## config.mk

```make
export PLATFORM = sky130hd
export DESIGN_NAME = esteira_vinho_param_flat
export DESIGN_NICKNAME = d
export VERILOG_FILES = /design/src/rtl/esteira_pkg.sv /design/src/rtl/esteira_vinho_param_if.sv /design/src/rtl/magazine_rolhas.sv /design/src/rtl/esteira_vinho_param.sv /design/src/flat_wrapper.sv
export SDC_FILE = /design/constraint.sdc
export NUM_CORES = 1
export LEC_CHECK = 0
export CAP_MARGIN = 25
export CORE_UTILIZATION = 43
export DETAILED_ROUTE_END_ITERATION = 8
export PLACE_DENSITY = 0.72
export REMOVE_ABC_BUFFERS = 1
export SLEW_MARGIN = 20
export SYNTH_ARGS = -nofsm -noshare
export SYNTH_HDL_FRONTEND = slang
export SYNTH_SLANG_ARGS = --single-unit
```

## constraint.sdc

```tcl
create_clock -name CLK -period 3.3 [get_ports CLK]
set_clock_uncertainty 0.15 [all_clocks]
set_input_delay 0.495 -clock CLK [delete_from_list [all_inputs] [get_ports CLK]]
set_output_delay 0.495 -clock CLK [all_outputs]
set_load 0.01 [all_outputs]
```

## src/rtl/esteira_pkg.sv

```systemverilog
// Shared types and widths for the wine-bottling conveyor sequencer.
package esteira_pkg;

  localparam int unsigned ESTADO_W     = 4;
  localparam int unsigned DESCARTE_W   = 8;
  localparam int unsigned DESCARTE_MAX = (1 << DESCARTE_W) - 1;

  typedef enum logic [ESTADO_W-1:0] {
    IDLE       = 4'd0,
    MOVE_FILL  = 4'd1,
    FILL       = 4'd2,
    SEAL       = 4'd3,
    ALARM      = 4'd4,
    MOVE_CQ    = 4'd5,
    CQ         = 4'd6,
    MOVE_LACRE = 4'd7,
    LACRE      = 4'd8,
    FAULT      = 4'd9
  } estado_t;

endpackage

```

## src/rtl/esteira_vinho_param_if.sv

```systemverilog
// Key/sensor inputs and actuator/count outputs of the conveyor sequencer.
interface esteira_vinho_param_if #(
  parameter int unsigned ROLHA_MAX      = 20,
  parameter int unsigned GARRAFAS_CAIXA = 12,
  parameter int unsigned CAIXA_MAX      = 99
);
  logic KEY_START, KEY_VEDAR, KEY_ENTER_CQ, KEY_LACRE_CONTA, SW_ADD_ROLHA;
  logic SW_QUALIDADE_OK;
  logic SENSOR_POS_ENCHIMENTO, SENSOR_POS_CQ, SENSOR_POS_LACRE, SENSOR_GARRAFA_CHEIA;
  logic LED_MOTOR, VALVULA_ENCHIMENTO, LED_ALARME_ROLHA;
  logic ATUADOR_VEDACAO, LED_DESCARTE, DISPENSADOR_ROLHAS;
  logic LED_FALHA;
  logic [$clog2(ROLHA_MAX + 1)-1:0] CONT_ROLHAS;
  logic [$clog2(GARRAFAS_CAIXA)-1:0] CONT_GARRAFAS;
  logic [$clog2(CAIXA_MAX + 1)-1:0]  CONT_CAIXAS;
  logic [7:0] CONT_DESCARTE;
  logic [3:0] Estado_Atual;

  modport master (
    output KEY_START, KEY_VEDAR, KEY_ENTER_CQ, KEY_LACRE_CONTA, SW_ADD_ROLHA,
    output SW_QUALIDADE_OK,
    output SENSOR_POS_ENCHIMENTO, SENSOR_POS_CQ, SENSOR_POS_LACRE, SENSOR_GARRAFA_CHEIA,
    input  LED_MOTOR, VALVULA_ENCHIMENTO, LED_ALARME_ROLHA,
    input  ATUADOR_VEDACAO, LED_DESCARTE, DISPENSADOR_ROLHAS, LED_FALHA,
    input  CONT_ROLHAS, CONT_GARRAFAS, CONT_CAIXAS, CONT_DESCARTE, Estado_Atual
  );

  modport slave (
    input  KEY_START, KEY_VEDAR, KEY_ENTER_CQ, KEY_LACRE_CONTA, SW_ADD_ROLHA,
    input  SW_QUALIDADE_OK,
    input  SENSOR_POS_ENCHIMENTO, SENSOR_POS_CQ, SENSOR_POS_LACRE, SENSOR_GARRAFA_CHEIA,
    output LED_MOTOR, VALVULA_ENCHIMENTO, LED_ALARME_ROLHA,
    output ATUADOR_VEDACAO, LED_DESCARTE, DISPENSADOR_ROLHAS, LED_FALHA,
    output CONT_ROLHAS, CONT_GARRAFAS, CONT_CAIXAS, CONT_DESCARTE, Estado_Atual
  );
endinterface

```

## src/rtl/magazine_rolhas.sv

```systemverilog
// Cork magazine: saturating count with manual add, seal decrement and auto refill.
module magazine_rolhas #(
  parameter int unsigned ROLHA_MAX    = 20,
  parameter int unsigned ROLHA_INIT   = 15,
  parameter int unsigned ROLHA_MIN    = 5,
  parameter int unsigned ROLHA_REFILL = 15,
  localparam int unsigned RW = $clog2(ROLHA_MAX + 1)
) (
  input  logic          clk,
  input  logic          rst_n,
  input  logic          dec,
  input  logic          add_manual,
  output logic [RW-1:0] count,
  output logic          rolha_disponivel,
  output logic          dispensador
);

  logic [RW-1:0] count_q, count_d;
  logic          disp_q, disp_d;
  int unsigned   soma;

  // Net of add, refill and decrement, saturated once at the top
  always_comb begin
    disp_d = (32'(count_q) <= ROLHA_MIN) && !disp_q;
    soma   = 32'(count_q);
    if (add_manual) soma = soma + 32'd1;
    if (disp_d)     soma = soma + ROLHA_REFILL;
    if (dec && soma != 32'd0) soma = soma - 32'd1;
    count_d = (soma > ROLHA_MAX) ? RW'(ROLHA_MAX) : RW'(soma);
  end

  always_ff @(posedge clk) begin
    if (!rst_n) begin
      count_q <= RW'(ROLHA_INIT);
      disp_q  <= 1'b0;
    end else begin
      count_q <= count_d;
      disp_q  <= disp_d;
    end
  end

  assign count            = count_q;
  assign rolha_disponivel = (count_q != '0);
  assign dispensador      = disp_q;

endmodule

```

## src/rtl/esteira_vinho_param.sv

```systemverilog
// Conveyor sequencer FSM with bottle/box/reject counters and cork magazine.
// Optional watchdog fault state enabled by ESTEIRA_WATCHDOG_EN.
module esteira_vinho_param
  import esteira_pkg::*;
#(
  parameter int unsigned ROLHA_MAX      = 20,
  parameter int unsigned ROLHA_INIT     = 15,
  parameter int unsigned ROLHA_MIN      = 5,
  parameter int unsigned ROLHA_REFILL   = 15,
  parameter int unsigned GARRAFAS_CAIXA = 12,
  parameter int unsigned CAIXA_MAX      = 99,
  parameter int unsigned TIMEOUT_CYCLES = 1000
) (
  input logic                  CLK,
  input logic                  RESET,
  esteira_vinho_param_if.slave bus
);

  localparam int unsigned RW = $clog2(ROLHA_MAX + 1);
  localparam int unsigned GW = $clog2(GARRAFAS_CAIXA);
  localparam int unsigned CW = $clog2(CAIXA_MAX + 1);

  if (ROLHA_INIT > ROLHA_MAX || TIMEOUT_CYCLES == 0) begin : g_param_err
    $error("esteira_vinho_param: invalid parameter set");
  end

  estado_t               state_q, state_d;
  logic [GW-1:0]         garrafas_q, garrafas_d;
  logic [CW-1:0]         caixas_q, caixas_d;
  logic [DESCARTE_W-1:0] descarte_q, descarte_d;
  logic                  atuador_q, atuador_d, descarte_led_q, descarte_led_d;
  logic                  motor_q, motor_d, valvula_q, valvula_d, alarme_q, alarme_d;
  logic                  dec_c, rolha_disponivel, dispensador;
  logic [RW-1:0]         rolhas;

`ifdef ESTEIRA_WATCHDOG_EN
  localparam int unsigned WDW = $clog2(TIMEOUT_CYCLES + 1);
  logic [WDW-1:0] wd_q, wd_d;
  logic           falha_q, falha_d;
`endif

  magazine_rolhas #(
    .ROLHA_MAX   (ROLHA_MAX),
    .ROLHA_INIT  (ROLHA_INIT),
    .ROLHA_MIN   (ROLHA_MIN),
    .ROLHA_REFILL(ROLHA_REFILL)
  ) u_magazine (
    .clk             (CLK),
    .rst_n           (RESET),
    .dec             (dec_c),
    .add_manual      (bus.SW_ADD_ROLHA),
    .count           (rolhas),
    .rolha_disponivel(rolha_disponivel),
    .dispensador     (dispensador)
  );

  always_comb begin
    state_d        = state_q;
    garrafas_d     = garrafas_q;
    caixas_d       = caixas_q;
    descarte_d     = descarte_q;
    atuador_d      = 1'b0;
    descarte_led_d = 1'b0;
    dec_c          = 1'b0;
    case (state_q)
      IDLE:       if (bus.KEY_START) state_d = MOVE_FILL;
      MOVE_FILL:  if (bus.SENSOR_POS_ENCHIMENTO) state_d = FILL;
      FILL:       if (bus.SENSOR_GARRAFA_CHEIA) state_d = SEAL;
      SEAL: begin
        if (!rolha_disponivel) begin
          state_d = ALARM;
        end else if (bus.KEY_VEDAR) begin
          atuador_d = 1'b1;
          dec_c     = 1'b1;
          state_d   = MOVE_CQ;
        end
      end
      ALARM:      if (rolha_disponivel) state_d = SEAL;
      MOVE_CQ:    if (bus.SENSOR_POS_CQ) state_d = CQ;
      CQ: begin
        if (bus.KEY_ENTER_CQ) begin
          if (bus.SW_QUALIDADE_OK) begin
            state_d = MOVE_LACRE;
          end else begin
            descarte_led_d = 1'b1;
            if (descarte_q != DESCARTE_W'(DESCARTE_MAX)) descarte_d = descarte_q + DESCARTE_W'(1);
            state_d = MOVE_FILL;
          end
        end
      end
      MOVE_LACRE: if (bus.SENSOR_POS_LACRE) state_d = LACRE;
      LACRE: begin
        if (bus.KEY_LACRE_CONTA) begin
          // Last bottle of a box closes it and starts the next one
          if (garrafas_q == GW'(GARRAFAS_CAIXA - 1)) begin
            garrafas_d = '0;
            caixas_d   = (caixas_q == CW'(CAIXA_MAX)) ? '0 : caixas_q + CW'(1);
          end else begin
            garrafas_d = garrafas_q + GW'(1);
          end
          state_d = MOVE_FILL;
        end
      end
      FAULT:      state_d = FAULT;
      default:    state_d = IDLE;
    endcase

`ifdef ESTEIRA_WATCHDOG_EN
    // Timeout only fires while the bottle is stuck in a timed state
    wd_d = '0;
    if (state_d == state_q && (state_q inside {MOVE_FILL, FILL, MOVE_CQ, MOVE_LACRE})) begin
      if (wd_q == WDW'(TIMEOUT_CYCLES - 1)) state_d = FAULT;
      else                                  wd_d = wd_q + WDW'(1);
    end
    falha_d = (state_d == FAULT);
`endif

    motor_d   = state_d inside {MOVE_FILL, MOVE_CQ, MOVE_LACRE};
    valvula_d = (state_d == FILL);
    alarme_d  = (state_d == ALARM);
  end

  always_ff @(posedge CLK) begin
    if (!RESET) begin
      state_q        <= IDLE;
      garrafas_q     <= '0;
      caixas_q       <= '0;
      descarte_q     <= '0;
      atuador_q      <= 1'b0;
      descarte_led_q <= 1'b0;
      motor_q        <= 1'b0;
      valvula_q      <= 1'b0;
      alarme_q       <= 1'b0;
    end else begin
      state_q        <= state_d;
      garrafas_q     <= garrafas_d;
      caixas_q       <= caixas_d;
      descarte_q     <= descarte_d;
      atuador_q      <= atuador_d;
      descarte_led_q <= descarte_led_d;
      motor_q        <= motor_d;
      valvula_q      <= valvula_d;
      alarme_q       <= alarme_d;
    end
  end

`ifdef ESTEIRA_WATCHDOG_EN
  always_ff @(posedge CLK) begin
    if (!RESET) begin
      wd_q    <= '0;
      falha_q <= 1'b0;
    end else begin
      wd_q    <= wd_d;
      falha_q <= falha_d;
    end
  end
  assign bus.LED_FALHA = falha_q;
`else
  assign bus.LED_FALHA = 1'b0;
`endif

  assign bus.LED_MOTOR          = motor_q;
  assign bus.VALVULA_ENCHIMENTO = valvula_q;
  assign bus.LED_ALARME_ROLHA   = alarme_q;
  assign bus.ATUADOR_VEDACAO    = atuador_q;
  assign bus.LED_DESCARTE       = descarte_led_q;
  assign bus.DISPENSADOR_ROLHAS = dispensador;
  assign bus.CONT_ROLHAS        = rolhas;
  assign bus.CONT_GARRAFAS      = garrafas_q;
  assign bus.CONT_CAIXAS        = caixas_q;
  assign bus.CONT_DESCARTE      = descarte_q;
  assign bus.Estado_Atual       = state_q;

endmodule

```

## src/flat_wrapper.sv

```systemverilog
// flat-port wrapper written by rule: the top's interface ports become plain ports
module esteira_vinho_param_flat import esteira_pkg::*;
#(
  parameter int unsigned ROLHA_MAX      = 20,
  parameter int unsigned ROLHA_INIT     = 15,
  parameter int unsigned ROLHA_MIN      = 5,
  parameter int unsigned ROLHA_REFILL   = 15,
  parameter int unsigned GARRAFAS_CAIXA = 12,
  parameter int unsigned CAIXA_MAX      = 99,
  parameter int unsigned TIMEOUT_CYCLES = 1000
)
  (CLK, RESET, bus_KEY_START, bus_KEY_VEDAR, bus_KEY_ENTER_CQ, bus_KEY_LACRE_CONTA, bus_SW_ADD_ROLHA, bus_SW_QUALIDADE_OK, bus_SENSOR_POS_ENCHIMENTO, bus_SENSOR_POS_CQ, bus_SENSOR_POS_LACRE, bus_SENSOR_GARRAFA_CHEIA, bus_LED_MOTOR, bus_VALVULA_ENCHIMENTO, bus_LED_ALARME_ROLHA, bus_ATUADOR_VEDACAO, bus_LED_DESCARTE, bus_DISPENSADOR_ROLHAS, bus_LED_FALHA, bus_CONT_ROLHAS, bus_CONT_GARRAFAS, bus_CONT_CAIXAS, bus_CONT_DESCARTE, bus_Estado_Atual);
  esteira_vinho_param_if #(.ROLHA_MAX(ROLHA_MAX), .GARRAFAS_CAIXA(GARRAFAS_CAIXA), .CAIXA_MAX(CAIXA_MAX)) bus_i ();
  input logic CLK;
  input logic RESET;
  input wire logic [$bits(bus_i.KEY_START)-1:0] bus_KEY_START;
  input wire logic [$bits(bus_i.KEY_VEDAR)-1:0] bus_KEY_VEDAR;
  input wire logic [$bits(bus_i.KEY_ENTER_CQ)-1:0] bus_KEY_ENTER_CQ;
  input wire logic [$bits(bus_i.KEY_LACRE_CONTA)-1:0] bus_KEY_LACRE_CONTA;
  input wire logic [$bits(bus_i.SW_ADD_ROLHA)-1:0] bus_SW_ADD_ROLHA;
  input wire logic [$bits(bus_i.SW_QUALIDADE_OK)-1:0] bus_SW_QUALIDADE_OK;
  input wire logic [$bits(bus_i.SENSOR_POS_ENCHIMENTO)-1:0] bus_SENSOR_POS_ENCHIMENTO;
  input wire logic [$bits(bus_i.SENSOR_POS_CQ)-1:0] bus_SENSOR_POS_CQ;
  input wire logic [$bits(bus_i.SENSOR_POS_LACRE)-1:0] bus_SENSOR_POS_LACRE;
  input wire logic [$bits(bus_i.SENSOR_GARRAFA_CHEIA)-1:0] bus_SENSOR_GARRAFA_CHEIA;
  output wire logic [$bits(bus_i.LED_MOTOR)-1:0] bus_LED_MOTOR;
  output wire logic [$bits(bus_i.VALVULA_ENCHIMENTO)-1:0] bus_VALVULA_ENCHIMENTO;
  output wire logic [$bits(bus_i.LED_ALARME_ROLHA)-1:0] bus_LED_ALARME_ROLHA;
  output wire logic [$bits(bus_i.ATUADOR_VEDACAO)-1:0] bus_ATUADOR_VEDACAO;
  output wire logic [$bits(bus_i.LED_DESCARTE)-1:0] bus_LED_DESCARTE;
  output wire logic [$bits(bus_i.DISPENSADOR_ROLHAS)-1:0] bus_DISPENSADOR_ROLHAS;
  output wire logic [$bits(bus_i.LED_FALHA)-1:0] bus_LED_FALHA;
  output wire logic [$bits(bus_i.CONT_ROLHAS)-1:0] bus_CONT_ROLHAS;
  output wire logic [$bits(bus_i.CONT_GARRAFAS)-1:0] bus_CONT_GARRAFAS;
  output wire logic [$bits(bus_i.CONT_CAIXAS)-1:0] bus_CONT_CAIXAS;
  output wire logic [$bits(bus_i.CONT_DESCARTE)-1:0] bus_CONT_DESCARTE;
  output wire logic [$bits(bus_i.Estado_Atual)-1:0] bus_Estado_Atual;
  assign bus_i.KEY_START = bus_KEY_START;
  assign bus_i.KEY_VEDAR = bus_KEY_VEDAR;
  assign bus_i.KEY_ENTER_CQ = bus_KEY_ENTER_CQ;
  assign bus_i.KEY_LACRE_CONTA = bus_KEY_LACRE_CONTA;
  assign bus_i.SW_ADD_ROLHA = bus_SW_ADD_ROLHA;
  assign bus_i.SW_QUALIDADE_OK = bus_SW_QUALIDADE_OK;
  assign bus_i.SENSOR_POS_ENCHIMENTO = bus_SENSOR_POS_ENCHIMENTO;
  assign bus_i.SENSOR_POS_CQ = bus_SENSOR_POS_CQ;
  assign bus_i.SENSOR_POS_LACRE = bus_SENSOR_POS_LACRE;
  assign bus_i.SENSOR_GARRAFA_CHEIA = bus_SENSOR_GARRAFA_CHEIA;
  assign bus_LED_MOTOR = bus_i.LED_MOTOR;
  assign bus_VALVULA_ENCHIMENTO = bus_i.VALVULA_ENCHIMENTO;
  assign bus_LED_ALARME_ROLHA = bus_i.LED_ALARME_ROLHA;
  assign bus_ATUADOR_VEDACAO = bus_i.ATUADOR_VEDACAO;
  assign bus_LED_DESCARTE = bus_i.LED_DESCARTE;
  assign bus_DISPENSADOR_ROLHAS = bus_i.DISPENSADOR_ROLHAS;
  assign bus_LED_FALHA = bus_i.LED_FALHA;
  assign bus_CONT_ROLHAS = bus_i.CONT_ROLHAS;
  assign bus_CONT_GARRAFAS = bus_i.CONT_GARRAFAS;
  assign bus_CONT_CAIXAS = bus_i.CONT_CAIXAS;
  assign bus_CONT_DESCARTE = bus_i.CONT_DESCARTE;
  assign bus_Estado_Atual = bus_i.Estado_Atual;
  esteira_vinho_param #(.ROLHA_MAX(ROLHA_MAX), .ROLHA_INIT(ROLHA_INIT), .ROLHA_MIN(ROLHA_MIN), .ROLHA_REFILL(ROLHA_REFILL), .GARRAFAS_CAIXA(GARRAFAS_CAIXA), .CAIXA_MAX(CAIXA_MAX), .TIMEOUT_CYCLES(TIMEOUT_CYCLES)) u_core (.CLK(CLK), .RESET(RESET), .bus(bus_i));
endmodule
```

## Word-level counts from Yosys, hierarchy flattened

Cells that the tools add are included.

| storage, ports and cells | value |
|---|---|
| register bits after elaboration | 34 |
| output and inout bits | 35 |
| logic and storage cells | 73 |

| cells by class | value |
|---|---|
| add/subtract/negate cells | 6 |
| order comparisons | 2 |
| equal/unequal tests | 17 |
| multiplexer cells | 22 |
| bitwise gates (word level) | 2 |
| reductions and logical operators | 12 |

Operators by type and width:

| kind | number |
|---|---|
| 32-bit 2-to-1 mux | 2 |
| 4-bit 2-to-1 mux | 11 |
| 4-bit one-hot mux with 10 select lines | 1 |
| 32-bit by 4-bit adder with 32-bit output, second input constant | 1 |
| 32-bit by 5-bit > comparator with 1-bit output, second input constant | 1 |
| 32-bit nonzero test | 1 |
| 32-bit by 1-bit subtractor with 32-bit output, second input constant | 1 |
| 4-bit by 3-bit equality test with 1-bit output, second input constant | 7 |
| 4-bit by 2-bit equality test with 1-bit output, second input constant | 3 |
| 4-bit equality test, second input constant | 3 |
| 8-bit by 1-bit adder with 8-bit output, second input constant | 1 |
| 4-bit by 1-bit equality test with 1-bit output, second input constant | 2 |
| 8-bit inequality test, second input constant | 1 |
| 7-bit by 1-bit adder with 7-bit output, second input constant | 1 |
| 7-bit equality test, second input constant | 1 |
| 7-bit 2-to-1 mux | 1 |
| 5-bit by 1-bit adder with 6-bit output, second input constant | 1 |
| 6-bit 2-to-1 mux | 1 |
| 3-bit AND reduction | 2 |
| 5-bit by 3-bit <= comparator with 1-bit output, second input constant | 1 |
| 5-bit 2-to-1 mux | 1 |
| 5-bit nonzero test | 1 |
| 4-bit by 1-bit adder with 4-bit output, second input constant | 1 |
| 4-bit zero test | 1 |
| other kinds (9) | 14 |

## Depth between registers and ports, before layout

| depth | value |
|---|---|
| word-level depth | 9 |
| depth in mapped cells | 17 |
| gate-level depth less buffers | 16 |

## Cells and area by module

Synthesis repeated with hierarchy kept, for this count alone.

| unflattened totals | value |
|---|---|
| cell total of the unflattened synthesis | 272 |
| area total of the unflattened synthesis | 2371.0 um^2 |

By module, submodules not included:

| module | times used | cells an instance | area an instance (um^2) |
|---|---|---|---|
| esteira_vinho_param | 1 | 162 | 1441.4 |
| magazine_rolhas | 1 | 110 | 929.6 |

## Worst setup path after synthesis

OpenSTA, ideal clock, no wires.

| timing | value |
|---|---|
| path kind | register to register |
| from | reg u_core.u_magazine.count_q[1] (netlist: u_core.u_magazine.count[1]) |
| to | reg u_core.u_magazine.count_q[0] (netlist: u_core.u_magazine.count[0]) |
| arrival time | 3020 ps |
| data required time | 3026 ps |
| setup slack | 6 ps |
| stages on the path, launching flop included | 18 |
| cell sequence | dfxtp_1 inv_1 ha_1 nand2b_1 o21a_1 buf_2 xnor2_1 inv_1 ha_1 nand3_1 or2_4 inv_1 ha_1 nor2b_1 o21ai_0 a2bb2oi_1 o21a_1 a21oi_1 |

| between the ends | value |
|---|---|
| longest elaborated chain between the ends | 9 |
| elaborated cells on any way between the ends | 15 |

Ends and longest elaborated chain:

| item | line | RTL |
|---|---|---|
| from (decl) | magazine_rolhas.sv:18 | `logic [RW-1:0] count_q, count_d;` |
| from (signal assigned) | magazine_rolhas.sv:34 | `count_q <= RW'(ROLHA_INIT);` |
| from (signal assigned) | magazine_rolhas.sv:37 | `count_q <= count_d;` |
| parallel branches: the longest is 6 deep, another holds 32-bit by 4-bit adder with 32-bit output | n/a |  |
| 32-bit 2-to-1 mux (*) | magazine_rolhas.sv:28 | `if (dec && soma != 32'd0) soma = soma - 32'd1;` |
| 32-bit by 5-bit > comparator with 1-bit output | magazine_rolhas.sv:29 | `count_d = (soma > ROLHA_MAX) ? RW'(ROLHA_MAX) : RW'(soma);` |
| 5-bit 2-to-1 mux (*) | magazine_rolhas.sv:29 |  |

Mark *: on every way between the ends.
A chain may end at the register's enable or synchronous reset.

## Final worst setup path

| timing | value |
|---|---|
| from | reg u_core.u_magazine.count_q[1] (netlist: u_core.u_magazine.count[1]) |
| to | reg u_core.u_magazine.count_q[2] (netlist: u_core.u_magazine.count[2]) |

| between the ends | value |
|---|---|
| longest elaborated chain between the ends | 9 |
| elaborated cells on any way between the ends | 15 |

Ends and longest elaborated chain:

| item | line |
|---|---|
| parallel branches: the longest is 6 deep, another holds 32-bit by 4-bit adder with 32-bit output | n/a |
| 32-bit 2-to-1 mux (*) | magazine_rolhas.sv:28 |
| 32-bit by 5-bit > comparator with 1-bit output | magazine_rolhas.sv:29 |
| 2-bit OR reduction (no line) | n/a |

Marks and branches as above.

==> metrics.cfg <==
[global_route]
grt_busiest_layer = met2
grt_pass1_vias = 1863
grtUsageMet1 = 0.279
grtUsageMet2 = 0.308
grt_first_pass_wirelength_mm = 8.50
use_met3 = 0.0393
grt_max_degree = 17
antenna_found_initial = 0
overflow = 0
globalRouteTotalUtil = 0.197

[yosys]
async_flop_share = 0
synth_edf_count = 0
synthTopCellsByArea = dfxtp_1, ha_1, nand2_1
syn_inst = 261
synth_top_cell_by_area = dfxtp_1
synthFlopType = dfxtp_1
ys_seq_area_frac = 0.301
synth-seq-cells = 34
synth_cell_types = 70
yosysTopAreaCellShare = 0.301
yosysWarnings = 0
syn_area_um2 = 2260
avgSynthCellArea_um2 = 8.65

[min_path]
hold_class = reg -> reg
worstHoldPathCells = 2

[clock_tree]
cts_hold_buf = 0
insertion_delay_ps = 280
clkTransAtPathRegs_ps = 70
cts_tree = done
cts_buffer_depth = 2
clock_sinks = 34
cts_root_buf = clkbuf_8
numCtsBuffers = 5
htreeDepth = 2

[setup_path]
worst-path-buf-inv = 2
required_ps = 3320
crit_path_start_kind = flip-flop
rr_worst_depth = 13
cp_common_cell = inv_1
cp_cell_sequence = inv_1 > ha_1 > nand2b_1 > o21a_1 > xnor2_1 > inv_1 > ha_2 > or4b_4 > nand4_1 > o31ai_1 > nor4_2 > nand2_1 > a211o_1
critPathKind = reg -> reg
crit_family = simple AND/OR/NAND/NOR gates
cp-end-kind = flip-flop
crit_arrival_ps = 3120
path_max_fanout = 5
cpPeakStageDelay_ps = 510
crit_cells = 13
slowest_stage = or4b_4

[sta]
grt_setup_unrepaired = no
fin_crit_ps = 3100
finalHoldViolations = 0
finalCritPeriodShare = 0.940
holdWs_ps = 361
worst_slew_pin_slew_ps = 559
slew_viol_final = 0
setup_viol = 0
maxSlewHeadroom = 0.623
fmax_ghz = 0.322

[placed_design]
routabilityCongestion = 0.914
dpl-instance-area_um2 = 2930
place_hpwl_mm = 3.93
dp.cells = 391
portBuffers = 45

[job]
cap_violations = 0

[floorplan]
core_area_um2 = 5070
num_rows = 26
start_util = 0.445
fp.dieW_um = 74.5
die_y_um = 74.5
die_area_um2 = 5550
io_pins = 47

[detailed_routing]
routed_via_density = 5.23
wirelength_mm = 5.22
drt_iter0_drc = 90
firstDrtPassIters = 4
drc_errors = 0
wl_per_cell_um = 13.1
vias = 2085
ant_nets = 0

[power]
p_leak_nw = 1.20
powerDensity_nw_per_um2 = 671
design_power_total_mw = 2.05
ir_drop_mv = 0.300

[outcome]
status = finished clean

[layout]
insertedDiodeCount = 0
area_growth_pct = 35.1
postLayoutCellArea_um2 = 3050
utilization = 0.601
final_nets = 349
drive_gt1_frac = 0.179
final_cells = 399

==> power breakdown <==
part	switching [mW]	leakage [nW]	internal, mW
Sequential	0.0420	0.276	0.457
Clock	0.144	0.0482	0.168
Combinational	0.608	0.877	0.628
Total	0.794	1.20	1.25
==> cells in the final DEF (no fill, tap or decap), types with 8 or more instances in the layout <==
| master | Yosys | layout |
|---|---|---|
| nand4_1 | 9 | 9 |
| o21ai_0 | 12 | 12 |
| xor2_1 | 9 | 8 |
| dfxtp_1 | 34 | 33 |
| a21oi_1 | 9 | 9 |
| clkdlybuf4s50_1 | 0 | 44 |
| and2_1 | 10 | 10 |
| nor2_1 | 17 | 17 |
| xnor2_1 | 8 | 8 |
| inv_1 | 9 | 9 |
| buf_4 | 1 | 27 |
| nand2_1 | 26 | 26 |
==> cell families after synthesis <==
logic type	count (synthesis)	synth area share
other cells	2	0.00333
mux	7	0.0321
simple gates	113	0.296
flops	34	0.301
fa+ha+maj	9	0.0499
xor+xnor	20	0.0909
compound gates	55	0.181
buf+inv	21	0.0454
==> metal layers <==
metal  up-vias  part of all wire
met3         4             0.046
met1       949              0.49
met2        64              0.46
li1       1068                 -
met5         -                 0
met4         0            0.0063
==> repair_timing <==
item	CTS	global route
pin swaps	2	4
endpoints found under the setup margin	2	5
setup buffers	0	0
gates resized for setup	1	5
==> cells in the mapped netlist (2+ instances only) <==
library cell,instances
a211o_1,2
a21boi_0,3
a21oi_1,9
and2_1,10
and3_1,6
and3b_1,2
buf_2,4
buf_6,2
clkbuf_1,5
conb_1,2
dfxtp_1,34
ha_1,9
inv_1,9
mux2i_1,5
nand2_1,26
nand2b_1,4
nand3_1,4
nand3b_1,2
nand4_1,9
nand4b_1,2
nor2_1,17
nor2b_1,4
nor3_1,7
o21a_1,6
o21ai_0,12
o31ai_1,2
o41ai_2,2
or3_1,5
xnor2_1,8
xor2_1,9
==> path summary, 6_finish.rpt <==
kind                                                        startpoint                                endpoint  slack [ps]
worst max-delay path             u_core.u_magazine.count[1]$_SDFF_PN1_   u_core.u_magazine.count[2]$_SDFF_PP1_         200
worst max register to register   u_core.u_magazine.count[1]$_SDFF_PN1_   u_core.u_magazine.count[2]$_SDFF_PP1_         200
worst min register to register  u_core.bus.CONT_CAIXAS[1]$_SDFFE_PN0P_  u_core.bus.CONT_CAIXAS[1]$_SDFFE_PN0P_         360
worst min-delay path            u_core.bus.CONT_CAIXAS[1]$_SDFFE_PN0P_  u_core.bus.CONT_CAIXAS[1]$_SDFFE_PN0P_         360
==> metrics by stage <==
step / setup WS [ps] / setup TNS [ps]
final: 197 / 0
after global placement: -219 / -999
after floorplan: 22.4 / 0
after detailed placement: -351 / -1490
after global routing: 1.45 / 0
after CTS: 1.60 / 0
==> cell type report <==
cell class	instances	area, um^2
multi-input combinational	206	1500
clock buffer	7	86.3
inverter	9	33.8
sequential	34	682
clock inverter	1	5.00
timing repair buffer	72	656
fill	469	2020
tap	70	87.6
==> flip-flops by register name, summed over array words and instances, names as in the netlist <==
name,count
u_core.bus.CONT_DESCARTE,8
u_core.bus.CONT_CAIXAS,7
u_core.u_magazine.count,5
u_core.bus.CONT_GARRAFAS,4
u_core.bus.Estado_Atual,4
u_core.bus.ATUADOR_VEDACAO,1
u_core.bus.LED_ALARME_ROLHA,1
u_core.bus.LED_DESCARTE,1
u_core.bus.LED_MOTOR,1
u_core.bus.VALVULA_ENCHIMENTO,1
u_core.u_magazine.dispensador,1
==> tightest hold or removal path, delay by kind of cell, from the launching register on <==
family	cells	cell delay [ps]
AO/OA/AOI/OAI	1	70
flip-flops	1	340
AND/OR/NAND/NOR	1	60
Power figures use the tool's default switching activity.
